==> config.mk <==
export PLATFORM = sky130hd
export DESIGN_NAME = quant_wr_arbiter
export DESIGN_NICKNAME = d
export VERILOG_FILES = /design/src/rtl/quant_wr_arbiter.sv
export SDC_FILE = /design/constraint.sdc
export NUM_CORES = 2
export LEC_CHECK = 0
export BUFFER_PORTS_ARGS = -buffer_cell sky130_fd_sc_hd__buf_2
export CAP_MARGIN = 20
export CORE_MARGIN = 2
export CORE_UTILIZATION = 40
export DETAILED_ROUTE_END_ITERATION = 10
export SKIP_CTS_REPAIR_TIMING = 1
export SYNTH_ARGS = -nofsm -noshare
export SYNTH_HDL_FRONTEND = slang
export SYNTH_SLANG_ARGS = --single-unit
==> constraint.sdc <==
create_clock -name clk -period 6.38 [get_ports clk]
set_input_delay 0.638 -clock clk [delete_from_list [all_inputs] [get_ports clk]]
set_output_delay 0.638 -clock clk [all_outputs]
set_load 0.005 [all_outputs]
==> src/rtl/quant_wr_arbiter.sv <==
// Merges four per-lane requantize write streams into one buffer write port.
// Each lane has a small FIFO; a round-robin arbiter drains one entry per cycle.
module quant_wr_arbiter #(
    parameter int DATA_W     = 128,
    parameter int ADDR_W     = 16,
    parameter int FIFO_DEPTH = 4
) (
    input  logic                  clk,
    input  logic                  rst_n,
    input  logic [3:0]            in_en,
    input  logic [4*ADDR_W-1:0]   in_addr,
    input  logic [4*DATA_W-1:0]   in_data,
    input  logic                  mem_ready,
    input  logic                  err_clr,
    output logic                  mem_wr_en,
    output logic [ADDR_W-1:0]     mem_wr_addr,
    output logic [DATA_W-1:0]     mem_wr_data,
    output logic [3:0]            almost_full,
    output logic [3:0]            ovf_err,
    output logic                  idle
);

    localparam int PTR_W = (FIFO_DEPTH > 1) ? $clog2(FIFO_DEPTH) : 1;
    localparam int CNT_W = $clog2(FIFO_DEPTH) + 1;

    logic [3:0]        non_empty;
    logic [3:0]        grant;
    logic [3:0]        overflow;
    logic [1:0]        rr_ptr_reg;
    logic [1:0]        rr_ptr_next;
    logic [1:0]        gnt_idx;
    logic              gnt_valid;
    logic [ADDR_W-1:0] head_addr [4];
    logic [DATA_W-1:0] head_data [4];

    genvar gi;
    generate
        for (gi = 0; gi < 4; gi++) begin : g_lane
            logic [ADDR_W-1:0] addr_mem [FIFO_DEPTH];
            logic [DATA_W-1:0] data_mem [FIFO_DEPTH];
            logic [PTR_W-1:0]  wr_ptr_reg;
            logic [PTR_W-1:0]  rd_ptr_reg;
            logic [CNT_W-1:0]  count_reg;
            logic              push;
            logic              pop;

            // A full lane still accepts a push when its head leaves this cycle.
            assign pop  = grant[gi];
            assign push = in_en[gi] && ((count_reg < CNT_W'(FIFO_DEPTH)) || pop);

            assign overflow[gi]    = in_en[gi] && !push;
            assign non_empty[gi]   = (count_reg != '0);
            assign almost_full[gi] = (count_reg >= CNT_W'(FIFO_DEPTH - 1));
            assign head_addr[gi]   = addr_mem[rd_ptr_reg];
            assign head_data[gi]   = data_mem[rd_ptr_reg];

            always_ff @(posedge clk) begin
                if (push) begin
                    addr_mem[wr_ptr_reg] <= in_addr[gi*ADDR_W +: ADDR_W];
                    data_mem[wr_ptr_reg] <= in_data[gi*DATA_W +: DATA_W];
                end
            end

            always_ff @(posedge clk or negedge rst_n) begin
                if (!rst_n) begin
                    wr_ptr_reg <= '0;
                    rd_ptr_reg <= '0;
                    count_reg  <= '0;
                end else begin
                    if (push) wr_ptr_reg <= wr_ptr_reg + PTR_W'(1);
                    if (pop)  rd_ptr_reg <= rd_ptr_reg + PTR_W'(1);
                    if (push && !pop)
                        count_reg <= count_reg + CNT_W'(1);
                    else if (pop && !push)
                        count_reg <= count_reg - CNT_W'(1);
                end
            end
        end
    endgenerate

    // Scan lanes starting at rr_ptr; the 2-bit index wraps modulo 4.
    always_comb begin
        gnt_valid   = 1'b0;
        gnt_idx     = '0;
        grant       = '0;
        rr_ptr_next = rr_ptr_reg;
        if (mem_ready) begin
            for (int k = 0; k < 4; k++) begin
                if (!gnt_valid && non_empty[rr_ptr_reg + 2'(k)]) begin
                    gnt_valid = 1'b1;
                    gnt_idx   = rr_ptr_reg + 2'(k);
                end
            end
        end
        if (gnt_valid) begin
            grant[gnt_idx] = 1'b1;
            rr_ptr_next    = gnt_idx + 2'd1;
        end
    end

    always_ff @(posedge clk or negedge rst_n) begin
        if (!rst_n) begin
            rr_ptr_reg  <= '0;
            mem_wr_en   <= 1'b0;
            mem_wr_addr <= '0;
            mem_wr_data <= '0;
            ovf_err     <= '0;
        end else begin
            rr_ptr_reg <= rr_ptr_next;
            mem_wr_en  <= gnt_valid;
            if (gnt_valid) begin
                mem_wr_addr <= head_addr[gnt_idx];
                mem_wr_data <= head_data[gnt_idx];
            end
            // A new overflow wins over a simultaneous clear.
            ovf_err <= (err_clr ? 4'b0 : ovf_err) | overflow;
        end
    end

    assign idle = ~|non_empty && !mem_wr_en;

endmodule

==> reports/qor.txt <==
Status: complete, no violations
Largest net degree at the start of global routing: 91
Main flop type after synthesis: edfxtp_1
Final nets: 6,233
Syn Inst Count: 4,147
First-pass detailed-route iteration total: 7
Crit path capture type: register
Antenna Nets Post-Route: 0
Initial antenna violation count: 126
Largest family of logic cells by synthesized area: multiplexers
Die Ht: 490.7 um
PortBufs: 737
Post-Layout Inst Area: 117,300 um2
Max FFs per register: 2,048
Min-Delay Path Class: input port to register
Avg Inst Size Synth: 22.85 um2
Half-perimeter wire length after placement: 171,100 um
Ys async rst share: 7.209%
Drt drc: 0
P_leak: 40.91 nW
Fin crit share: 73.64%
Final estimated routing congestion in global placement: 0.7931
Finished Layout Cells: 9,047
Vias in the first global route: 46,720
TNS Setup: 0 ns
Share of cells above drive strength 1: 33.12%
Fin util: 49.83%
Arrival @ worst endpoint: 5.26 ns
Area of placed instances: 102,700 um2
Skew-Pair Late Insertion Delay: 0.95 ns
Crit-path max FO: 49
Slew @ Worst Pin: 1.205 ns
Post-synth EDFFs: 2,304
Clock Skew: 0.08843 ns
Fin. Hold Viols: 0
Clock period minus worst slack: 4.698 ns
Largest Register: g_lane.data_mem
Clock buffer count from CTS: 278
Fmax: 212.8 MHz
CP Class: register to register
Seq pwr share: 42.3%
Gr ovfl total: 0
Starting Density: 40.25%
Mapped Area: 94,750 um2
Internal: 0.03709 W
Startpoint types: register
CTS max path bufs: 4
Core footprint: 235,400 um2
Cell Pwr Density: 450.5 nW/um2
Adder-cell share of the synthesized area: 0.4014%
Synth Net Count: 4,759
Vias: 48,150
Overall Global Routing Usage: 20.80%
Layout fillers: 18,940
Routed length per placed instance: 28.38 um
H-tree levels: 5
Die X: 490.7 um
Count of final setup violators: 0
First-pass GRT wire length: 355,800 um
Routed WL: 256,800 um
Final Slew Violations: 0
Max Cap Viol: 0
Seq cells post-synth: 2,483
Min Hold Slack: 0.05340 ns
Worst-path clk slew: 0.06 ns
Num rows: 178
Clk sinks: 2,483
Switching power: 0.01575 W
Sw Ratio: 29.81%
Complex-gate fraction of the synthesized area: 0.9534%
Worst EP required: 6.94 ns
Clock tree from TritonCTS: yes
XOR/XNOR share of the synthesized area: 0.2219%
Largest registers: g_lane.data_mem x2048, g_lane.addr_mem x256, mem_wr_data x128
Die area: 240,800 um2
Combinational Power Share: 28.5%
Worst supply voltage drop on vdd: 365.4 uV
Distinct cells, synth: 41
Mux share of post-synthesis cell area: 18.56%
Unrepaired setup endpoints after global routing: false
Simple-Gate Fraction of Synth Area: 0.9112%
Slack of the worst reg-to-reg path: 1.68 ns
CTS root buf: clkbuf_16
Vias per cell: 5.323
Synth-to-layout area growth: 23.80%
Sequential area share after synthesis: 77.75%
Initial drt markers: 4,471
Io pins: 738
Placed cell count: 7,922
Synth warn: 0
Clock power frac: 29.2%
Slew margin rel.: 19.64%
-- synthesized netlist by cell type, drive strengths merged, types with 2 or more instances --
library cell / count / area, um2
nand2: 156 / 585.6
fa: 4 / 80.08
xnor2: 16 / 140.1
dfrtp: 179 / 4479
nor3: 4 / 40.04
mux4: 576 / 12970
a21boi: 4 / 37.53
or3: 3 / 23.77
nand3: 8 / 40.04
and3: 2 / 12.51
edfxtp: 2304 / 69190
inv: 20 / 75.07
buf: 96 / 633.1
a21o: 4 / 30.03
ha: 24 / 300.3
and2: 16 / 100.1
mux2: 151 / 1734
clkbuf: 114 / 427.9
nor2: 9 / 33.78
o21ai: 150 / 750.7
mux2i: 288 / 2883
xor2: 8 / 70.07
-- layout by cell type, fill, tap and decap left out, types with 5 or more instances in the layout --
| cell type | n |
|---|---|
| and2_4 | 16 |
| buf_12 | 40 |
| buf_2 | 736 |
| buf_4 | 58 |
| bufinv_16 | 18 |
| clkbuf_1 | 66 |
| clkbuf_16 | 286 |
| clkbuf_8 | 26 |
| clkinv_1 | 33 |
| clkinv_2 | 38 |
| clkinvlp_4 | 10 |
| dfrtp_1 | 171 |
| dfrtp_4 | 8 |
| diode_2 | 73 |
| dlygate4sd3_1 | 569 |
| edfxtp_1 | 2304 |
| ha_1 | 24 |
| inv_1 | 17 |
| mux2_1 | 56 |
| mux2_2 | 86 |
| mux2_4 | 9 |
| mux2i_1 | 288 |
| mux4_2 | 576 |
| nand2_1 | 155 |
| nand3_1 | 8 |
| nor2_1 | 9 |
| o21ai_0 | 5 |
| o21ai_1 | 145 |
| xnor2_1 | 16 |
| xor2_1 | 8 |
-- worst paths after layout --
| check | end | from | cells past startpoint |
|---|---|---|---|
| min reg2reg | mem_wr_data[121] | mem_wr_data[121] | 2 |
| min in group asynchronous | mem_wr_data[16] | rst_n | 2 |
| max | g_lane[0].data_mem[2][104] | g_lane[1].count_reg[0] | 10 |
| max reg2reg | g_lane[0].data_mem[2][104] | g_lane[1].count_reg[0] | 10 |
| min | g_lane[2].data_mem[3][20] | in_data[276] | 1 |
| max in group asynchronous | mem_wr_data[88] | rst_n | 3 |
-- critical path: stages (launching register included) --
cell,delay (ns)
dfrtp_1,0.45
or3_4,0.44
nor4b_2,0.47
o21bai_1,0.20
o311ai_4,0.20
buf_4,0.37
ha_1,0.24
nand2_1,0.07
a21boi_1,0.49
and2_4,0.94
buf_12,0.36
-- power by group through the flow --
stage                     logic [W]  clock network (W)  registers, W
final                        0.0151             0.0154        0.0224
after global routing         0.0161             0.0163        0.0226
after CTS                    0.0152             0.0157        0.0224
after detailed placement     0.0151                  0        0.0227
after global placement       0.0150                  0        0.0226
after floorplan             0.00992                  0        0.0223
-- per-stage QoR --
| step | power [W] | worst slack, ns |
|---|---|---|
| after global routing | 0.05506 | 1.400 |
| final | 0.05284 | 1.682 |
| after CTS | 0.05327 | 1.669 |
| after floorplan | 0.03221 | 0.1350 |
| after global placement | 0.03757 | 1.758 |
| after detailed placement | 0.03782 | 1.735 |
-- area by class of cell --
cell class / count / area [um2] / area share, %
multi-input combinational: 1434 / 20020 / 17.06
inverter: 20 / 75.07 / 0.06400
clock buffer: 378 / 7762 / 6.618
tap: 3150 / 3941 / 3.360
timing repair buffer: 1404 / 10630 / 9.063
clock inverter: 105 / 992.2 / 0.8459
antenna: 73 / 182.7 / 0.1557
sequential: 2483 / 73700 / 62.83
-- cells by family after synthesis --
logic type      Yosys count
compound gates          166
xor+xnor                 24
fa+ha+maj                28
buf+inv                 230
flops                  2483
mux                    1015
simple gates            201
-- layer usage --
metal | up-vias | global-route usage (%) | share of wire [%]
met5 | - | 0 | 0.23
li1 | 20310 | - | -
met3 | 474 | 7.199 | 7.9
met4 | 102 | 5.379 | 2.4
met1 | 25420 | 27.75 | 42
met2 | 1849 | 32.65 | 48
No activity file was read; power rests on OpenSTA's default activity.
